`src/rtl/csr_exe_stage.sv`:
```
// CSR execute stage: reads the CSR file combinationally, computes the new CSR value,
// flags writes to read-only CSRs and holds one result behind a valid/ready handshake.
// Write enables toward csr_file and the GPR file are qualified with the output fire.
module csr_exe_stage #(
    parameter int unsigned DATA_WIDTH     = 32,
    parameter int unsigned CSR_ADDR_WIDTH = 12,
    parameter int unsigned REG_ADDR_WIDTH = 5
) (
    input  logic                      clk_i,
    input  logic                      rst_ni,
    input  logic                      valid_i,
    output logic                      ready_o,
    input  logic [1:0]                op_i,
    input  logic                      use_imm_i,
    input  logic [REG_ADDR_WIDTH-1:0] rs1_addr_i,
    input  logic [DATA_WIDTH-1:0]     rs1_data_i,
    input  logic [REG_ADDR_WIDTH-1:0] rd_addr_i,
    input  logic [CSR_ADDR_WIDTH-1:0] csr_addr_i,
    input  logic [DATA_WIDTH-1:0]     pc_i,
    output logic [CSR_ADDR_WIDTH-1:0] csr_raddr_o,
    input  logic [DATA_WIDTH-1:0]     csr_rdata_i,
    input  logic                      flush_i,
    output logic                      valid_o,
    input  logic                      ready_i,
    output logic                      csr_we_o,
    output logic [CSR_ADDR_WIDTH-1:0] csr_waddr_o,
    output logic [DATA_WIDTH-1:0]     csr_wdata_o,
    output logic                      rd_we_o,
    output logic [REG_ADDR_WIDTH-1:0] rd_addr_o,
    output logic [DATA_WIDTH-1:0]     rd_wdata_o,
    output logic                      instret_incr_o,
    output logic                      illegal_o,
    output logic [DATA_WIDTH-1:0]     illegal_pc_o
);

    localparam logic [1:0] OpNone = 2'b00;
    localparam logic [1:0] OpRw   = 2'b01;
    localparam logic [1:0] OpRs   = 2'b10;
    localparam logic [1:0] OpRc   = 2'b11;

    logic                      valid_q;
    logic                      csr_we_q, rd_we_q, instret_q, illegal_q;
    logic [CSR_ADDR_WIDTH-1:0] waddr_q;
    logic [DATA_WIDTH-1:0]     wdata_q, old_q, pc_q;
    logic [REG_ADDR_WIDTH-1:0] rd_addr_q;

    logic [DATA_WIDTH-1:0]     src, new_val;
    logic                      wr_req, illegal, rd_req, ready, accept, fire;

    // Decode the incoming instruction and compute the value to write back to the CSR.
    always_comb begin
        src     = use_imm_i ? {{(DATA_WIDTH-REG_ADDR_WIDTH){1'b0}}, rs1_addr_i} : rs1_data_i;
        new_val = csr_rdata_i;
        wr_req  = 1'b0;
        case (op_i)
            OpRw: begin
                new_val = src;
                wr_req  = 1'b1;
            end
            OpRs: begin
                new_val = csr_rdata_i | src;
                wr_req  = (rs1_addr_i != '0);
            end
            OpRc: begin
                new_val = csr_rdata_i & ~src;
                wr_req  = (rs1_addr_i != '0);
            end
            default: ;  // OpNone: plain retire, CSR value unchanged
        endcase
        // Top two address bits 2'b11 mark a read-only CSR.
        illegal = wr_req & (csr_addr_i[CSR_ADDR_WIDTH-1 -: 2] == 2'b11);
        rd_req  = (op_i != OpNone) & (rd_addr_i != '0) & ~illegal;
    end

    // Handshake: accept when empty or when the held entry leaves this cycle.
    always_comb begin
        ready  = ~valid_q | (ready_i & ~flush_i);
        accept = valid_i & ready;
        fire   = valid_q & ready_i & ~flush_i;
    end

    // Occupancy flag: a new accept wins over fire or flush of the held entry.
    always_ff @(posedge clk_i or negedge rst_ni) begin
        if (!rst_ni) begin
            valid_q <= 1'b0;
        end else if (accept) begin
            valid_q <= 1'b1;
        end else if (fire || flush_i) begin
            valid_q <= 1'b0;
        end
    end

    // Result register, captured on accept and otherwise held.
    always_ff @(posedge clk_i or negedge rst_ni) begin
        if (!rst_ni) begin
            csr_we_q  <= 1'b0;
            rd_we_q   <= 1'b0;
            instret_q <= 1'b0;
            illegal_q <= 1'b0;
            waddr_q   <= '0;
            wdata_q   <= '0;
            old_q     <= '0;
            pc_q      <= '0;
            rd_addr_q <= '0;
        end else if (accept) begin
            csr_we_q  <= wr_req & ~illegal;
            rd_we_q   <= rd_req;
            instret_q <= ~illegal;
            illegal_q <= illegal;
            waddr_q   <= csr_addr_i;
            wdata_q   <= new_val;
            old_q     <= csr_rdata_i;
            pc_q      <= pc_i;
            rd_addr_q <= rd_addr_i;
        end
    end

    // Outputs: strobes qualified by fire, data zeroed while empty or in reset.
    always_comb begin
        ready_o        = rst_ni & ready;
        csr_raddr_o    = rst_ni ? csr_addr_i : '0;
        valid_o        = valid_q;
        csr_we_o       = csr_we_q & fire;
        rd_we_o        = rd_we_q & fire;
        instret_incr_o = instret_q & fire;
        illegal_o      = illegal_q & fire;
        csr_waddr_o    = valid_q ? waddr_q : '0;
        csr_wdata_o    = valid_q ? wdata_q : '0;
        rd_addr_o      = valid_q ? rd_addr_q : '0;
        rd_wdata_o     = valid_q ? old_q : '0;
        illegal_pc_o   = valid_q ? pc_q : '0;
    end

endmodule

```
`config.mk`:
```
export PLATFORM = sky130hd
export DESIGN_NAME = csr_exe_stage
export DESIGN_NICKNAME = d
export VERILOG_FILES = /design/src/rtl/csr_exe_stage.sv
export SDC_FILE = /design/constraint.sdc
export NUM_CORES = 1
export LEC_CHECK = 0
export CORE_ASPECT_RATIO = 0.7
export CORE_MARGIN = 5
export CORE_UTILIZATION = 47
export CTS_BUF_LIST = sky130_fd_sc_hd__clkbuf_4 sky130_fd_sc_hd__clkbuf_8 sky130_fd_sc_hd__clkbuf_16
export CTS_CLUSTER_DIAMETER = 50
export CTS_CLUSTER_SIZE = 24
export DETAILED_ROUTE_END_ITERATION = 10
export PLACE_DENSITY = 0.87
export SYNTH_ARGS = -nofsm -noshare
export SYNTH_HDL_FRONTEND = slang
export SYNTH_SLANG_ARGS = --single-unit
```
`constraint.sdc`:
```
create_clock -name clk_i -period 2.7 [get_ports clk_i]
set_input_delay 0.27 -clock clk_i [delete_from_list [all_inputs] [get_ports clk_i]]
set_output_delay 0.27 -clock clk_i [all_outputs]
set_load 0.05 [all_outputs]
```
==> metrics.cfg, run 1 <==
[critical_path]
timing.reg2reg.setup_slack_ns = 0.59
critPathKind = reg -> out
crit_fanout = 26
worst-path-buf-inv = 2
crit_chain = buf_4 -> and2_1 -> clkdlybuf4s50_1
cp-start-kind = register
r2r_end = waddr_q[2]
cp_slowest_cell = clkdlybuf4s50_1
path_delay_family = buffers and inverters
slowest_delay_ns = 0.83
reg2reg_depth = 3
end_kind = output port
arrival_ns = 2.33
crit_required_ns = 2.43
timing.rr.start = valid_o

[global_routing]
grt.overflow.total = 0
first_global_vias = 5571
track_usage = 0.231
grt_pass1_wl_um = 29100
grt_max_degree = 74
grt_antenna_before_repair = 0

[yosys]
netlist_instances = 562
async_reset_ff_frac = 1.00
synth_cell_types = 34
synth_xor_area_frac = 0.0447
synth_area_um2 = 6270
ys_seq_elements = 118
ys.flop_type = dfrtp_1
synthSimpleGateAreaFrac = 0.175
netlist_top_cells_area = dfrtp_1 47%, and2_1 13%, mux2_2 13%
synth_top_cell_area_share = 0.471
synthAdderAreaFrac = 0
yosys_warnings = 0
synthMuxAreaShare = 0.162
synth_compound_area_frac = 0.106
avgSynthCellArea_um2 = 11.2
synth_top_family_by_area = simple AND/OR/NAND/NOR gates
synth_top_cell_by_area = dfrtp_1
synth_fp_nets = 688
synth_edf_count = 0
ys_seq_area_frac = 0.471

[clock_network]
cts_root_buf = clkbuf_16
path_clk_slew_ns = 0.05
clk_path_buf_depth = 2
cts_tree = yes
cts.sinks = 118
htreeDepth = 4
cts-buffers-inserted = 17
postCtsSetupRepairBufs = 0
clk_latency_ns = 0.40

[die]
boundaryPins = 257
die-area_um2 = 15800
start_util = 0.477
coreArea_um2 = 13100
rows = 35
die_h_um = 107
die_w_um = 148

[cells_and_area]
final_common_cell = clkdlybuf4s50_1
final_nets = 932
drive_above_1_share = 0.171
layout_common_cells = 248 x clkdlybuf4s50_1, 129 x and2_1, 117 x dfrtp_1
num_antenna_cells = 0
fin_area_um2 = 9560
area_delta_synth_final_pct = 52.5

[sta]
hold_viol_final = 0
finalMaxSlewViolations = 0
rsz0062_at_grt = no
maxSlewHeadroom = 0.227
fin_crit_ns = 2.60
finalSetupTns_ns = 0
setup_viol = 0
tightest_slew_ns = 1.16
clock.fmax_mhz = 385
fin_worst_skew_ns = 0.00369
timing.final.crit_share = 0.962

[power]
totalPowerFinal_uw = 7060
irDropWorstVdd_uv = 465
powerDensity_nw_per_um2 = 738
p_leak_uw = 0.00407

[route]
via_count = 5113
avgRoutedWirePerCell_um = 18.5
drt-total-wl_um = 18200
drtAntennaViolNets = 0
via_per_inst = 5.19
dr.pass1.iters = 4
drc = 0
drt_iter0_drc = 212

[outcome]
status = complete, no violations

[placement]
dp_hpwl_um = 13100
port_buffers = 256
gp_congestion = 0.881
post_dp_cell_area_um2 = 8930

[flow_run]
max_cap_viol_count = 0

[worst_hold_path]
hold_path.class = in -> async

[where the power goes]
group | switching, uW | total (uW) | internal, uW
combinational | 1420 | 2440 | 1020
clock | 801 | 2370 | 1570
sequential | 162 | 2240 | 2080
[logic make-up after synthesis]
logic type | after synthesis
simple gates | 179
flops | 118
compound gates | 99
mux | 87
buf+inv | 47
xor+xnor | 32
[stage by stage]
step / utilization / std cells / hold slack (ns) / worst slack (ns)
floorplan: - / 562 / -0.0256 / 0.349
global placement: 0.680 / 952 / 0.106 / 0.403
detailed placement: 0.680 / 952 / 0.110 / 0.336
CTS: 0.728 / 985 / 0.229 / 0.0567
global route: 0.728 / 985 / 0.243 / 0.0130
finish: 0.728 / 985 / 0.249 / 0.102
[final cells by class]
type,count,area (um^2)
flip-flops and latches,118,2950
multi-input cells,397,3070
repair buffers,270,2700
inverters,2,7.51
well taps,166,208
fillers,891,3570
clock buffers,19,447
clock inverters,13,180
[state kept, by name, indices dropped and copies added (netlist names)]
name and count:
waddr_q 12, pc_q 32, old_q 32, csr_we_q 1, rd_addr_q 5, illegal_q 1
instret_q 1, valid_o 1, rd_we_q 1, wdata_q 32
[worst reg2reg max path: stages, from the launching register on]
cell	delay [ns]
dfrtp_2	0.60
a21bo_4	0.63
buf_4	0.38
mux2_2	0.38
[synthesized netlist by cell type (7+ instances only)]
library cell    n
clkbuf_1       20
nor2b_1        27
a21o_1         27
xnor2_1        27
buf_6           7
nor2_1          7
mux2_2         70
buf_2          17
and2_1        129
a21oi_1        29
a211oi_1       27
nand2_1         8
mux2_4         12
dfrtp_1       118
[layer usage]
metal	vias up	routed length, um	track usage
met1	2498	7490	0.281
met3	37	1290	0.0706
met5	-	0	0
li1	2389	-	-
met2	189	8880	0.388
met4	0	561	0.0910
[how the worst max path moves through the flow]
stage,cells past startpoint,start,slack (ns),to
after detailed placement,5,flush_i,0.34,waddr_q[2]
after floorplan,3,valid_o,0.35,ready_o
after global placement,5,flush_i,0.40,waddr_q[1]
after CTS,3,valid_o,0.06,illegal_pc_o[8]
after global routing,3,valid_o,0.01,illegal_pc_o[8]
final,3,valid_o,0.10,illegal_pc_o[8]
[what timing repair did]
item	4_1_cts	5_1_grt
hold buffers	1	0
hold endpoints to repair	1	0
endpoints found under the setup margin	0	0
gates resized for setup	0	0
Power figures use the tool's default switching activity.
==> run 2: changes to the inputs <==
- CORE_UTILIZATION: 47 -> 39
- MAX_ROUTING_LAYER: default -> met4
- PLACE_DENSITY: 0.87 -> 0.77
- clock period: 2.7 -> 2.1 ns (I/O delays scaled with it)
==> run 2 against run 1 <==
Flip-flop and latch count unchanged. Die area grew 19%. Combinational power rose by 51%. Clock skew up 0.0038 ns. Core utilization down 6.0 points. Clock-buffer cell count is the same. Cell area is 9.3% higher. Worst setup slack better by 0.11 ns. Total power up 36%. Hold slack worse by 0.21 ns. Critical path type unchanged. Non-clock buffer count up 3. Critical endpoint is now csr_wdata_o[26].
==> metrics.cfg, run 2 (same netlist as run 1, synthesis figures left out) <==
[clock_network]
cts_tree = yes
cts-buffers-inserted = 17  ; unchanged
clk_latency_ns = 0.41  ; about the same
htreeDepth = 4  ; unchanged
path_clk_slew_ns = 0.06  ; about the same
clk_path_buf_depth = 2  ; unchanged
cts_root_buf = clkbuf_16
cts.sinks = 118  ; unchanged
cts_hold_buf = 0  ; -1

[die]
die_w_um = 162  ; +9.1%
start_util = 0.401  ; -0.0764
boundaryPins = 257  ; unchanged
coreArea_um2 = 15600  ; +19%
die-area_um2 = 18800  ; +19%
die_h_um = 116  ; +8.9%
rows = 38  ; +8.6%

[placement]
dp_cells = 990  ; +4.0%
gp_congestion = 0.830  ; -5.8%
dp_hpwl_um = 14200  ; +8.2%
port_buffers = 256  ; unchanged
pre_cts_ws_ns = 0.226  ; -0.110 ns

[power]
irDropWorstVdd_uv = 537  ; +16%
p_comb_frac = 0.383  ; +0.037
pwr-share-clk = 0.318  ; -0.018
sw_frac_of_total = 0.332  ; -0.00557
powerDensity_nw_per_um2 = 920  ; +25%
p_leak_uw = 0.00459  ; +13%
p_seq_frac = 0.299  ; -0.019
p_sw_uw = 3190  ; +34%
internal_power_uw = 6430  ; +37%

[sta]
timing.final.ws_setup_ns = 0.211  ; +0.109 ns
maxSlewHeadroom = 0.417  ; +0.190
fin_crit_ns = 1.89
tightest_slew_ns = 0.874  ; -0.286 ns
rsz0062_at_grt = no
timing.final.crit_share = 0.899
finalSetupTns_ns = 0  ; unchanged
finalMaxSlewViolations = 0  ; unchanged
setup_viol = 0  ; unchanged
fin_worst_skew_ns = 0.00751  ; +0.00383 ns
clock.fmax_mhz = 529
hold_viol_final = 0  ; unchanged

[cells_and_area]
fillerInstances = 1149  ; +29%
top_regs = old_q x32, pc_q x32, wdata_q x32
area_delta_synth_final_pct = 66.7
final_common_cell = and2_1
layout_common_cells = 129 x and2_1, 123 x clkdlybuf4s50_1, 117 x dfrtp_1
drive_above_1_share = 0.327  ; +0.156
final_nets = 935  ; +0.32%
fin_cells = 1022  ; +3.8%
fin_util = 0.668  ; -0.0595
num_antenna_cells = 0  ; unchanged

[flow_run]
max_cap_viol_count = 0  ; unchanged

[critical_path]
end_kind = output port
crit_fanout = 86  ; +230%
slowest_delay_ns = 0.40  ; -0.43 ns
arrival_ns = 1.68  ; -0.65 ns
crit_required_ns = 1.89  ; -0.54 ns
critPathKind = reg -> out
cp_slowest_cell = dfrtp_2
crit_chain = buf_6 -> and2_1 -> buf_12
cp-start-kind = register

[route]
drc = 0  ; unchanged
avgRoutedWirePerCell_um = 18.7  ; +1.1%
via_count = 5081  ; -0.63%
dr.pass1.iters = 4  ; unchanged
drt-total-wl_um = 19100  ; +4.9%
via_per_inst = 4.97  ; -4.2%
drt_iter0_drc = 182  ; -14%
drtAntennaViolNets = 0  ; unchanged

[global_routing]
grt.overflow.total = 0  ; unchanged
grt_max_degree = 87  ; +18%
track_usage = 0.214  ; -0.0177
first_global_vias = 5543  ; -0.50%
grt_antenna_before_repair = 0  ; unchanged
grt_pass1_wl_um = 30500  ; +5.0%

[outcome]
status = complete, no violations

[worst_hold_path]
hold_path.class = in -> async

## run 2: cell count changes in the layout (fill, tap and decap cells not counted), sizes merged
cell and delta:
dlygate4sd3 -1, clkdlybuf4s50 -125, buf +129
## run 2: final cells by class
class	instances	area, um^2	share of cell area
Clock inverter	13	180	0.0172
Tap cell	200	250	0.0239
Clock buffer	19	447	0.0427
Inverter	2	7.51	0.000718
Timing Repair Buffer	273	3550	0.339
Multi-Input combinational cell	397	3070	0.294
Sequential cell	118	2950	0.283
## run 2: metal layers
metal	track usage	share of wire
met1	0.263	0.42
met2	0.357	0.50
met3	0.0515	0.060
met4	0.0580	0.013
met5	-	0
## run 2: stage by stage
step,total power [uW],hold slack (ns),instance area [um^2]
floorplan,4910,-0.0856,6270
global placement,6530,0.452,9830
detailed placement,6620,0.458,9830
CTS,9730,0.0513,10500
global route,10000,0.111,10500
finish,9620,0.0401,10500
## run 2: power groups by stage
stage / Sequential [uW] / Clock, uW / Combinational (uW)
after CTS: 2880 / 3130 / 3730
after floorplan: 2840 / 0 / 2070
after global placement: 2880 / 0 / 3650
after global routing: 2920 / 3240 / 3870
final: 2880 / 3060 / 3690
after detailed placement: 2910 / 0 / 3710
## run 2: worst max-delay path: cells and delay by family (launching register included)
family / cells / cell delay (ns)
simple gates: 1 / 0.28
buf+inv: 2 / 0.55
flops: 1 / 0.40
## run 2: path summary, 6_finish.rpt
kind                       cells after the start         from               to  slack (ns)
max in group asynchronous                      2       rst_ni         old_q[4]        1.39
hold reg to reg                                1  wdata_q[17]      wdata_q[17]        0.47
setup reg to reg                               3      valid_o          pc_q[6]        0.65
min in group clk_i                             4      op_i[1]      wdata_q[31]        0.40
setup / recovery                               3      valid_o  csr_wdata_o[26]        0.21
hold / removal                                 2       rst_ni         pc_q[23]        0.04
## run 2: timing repair
item	4_1_cts	5_1_grt
setup buffers	0	0
resized for setup	0	1
setup endpoints to repair	0	83
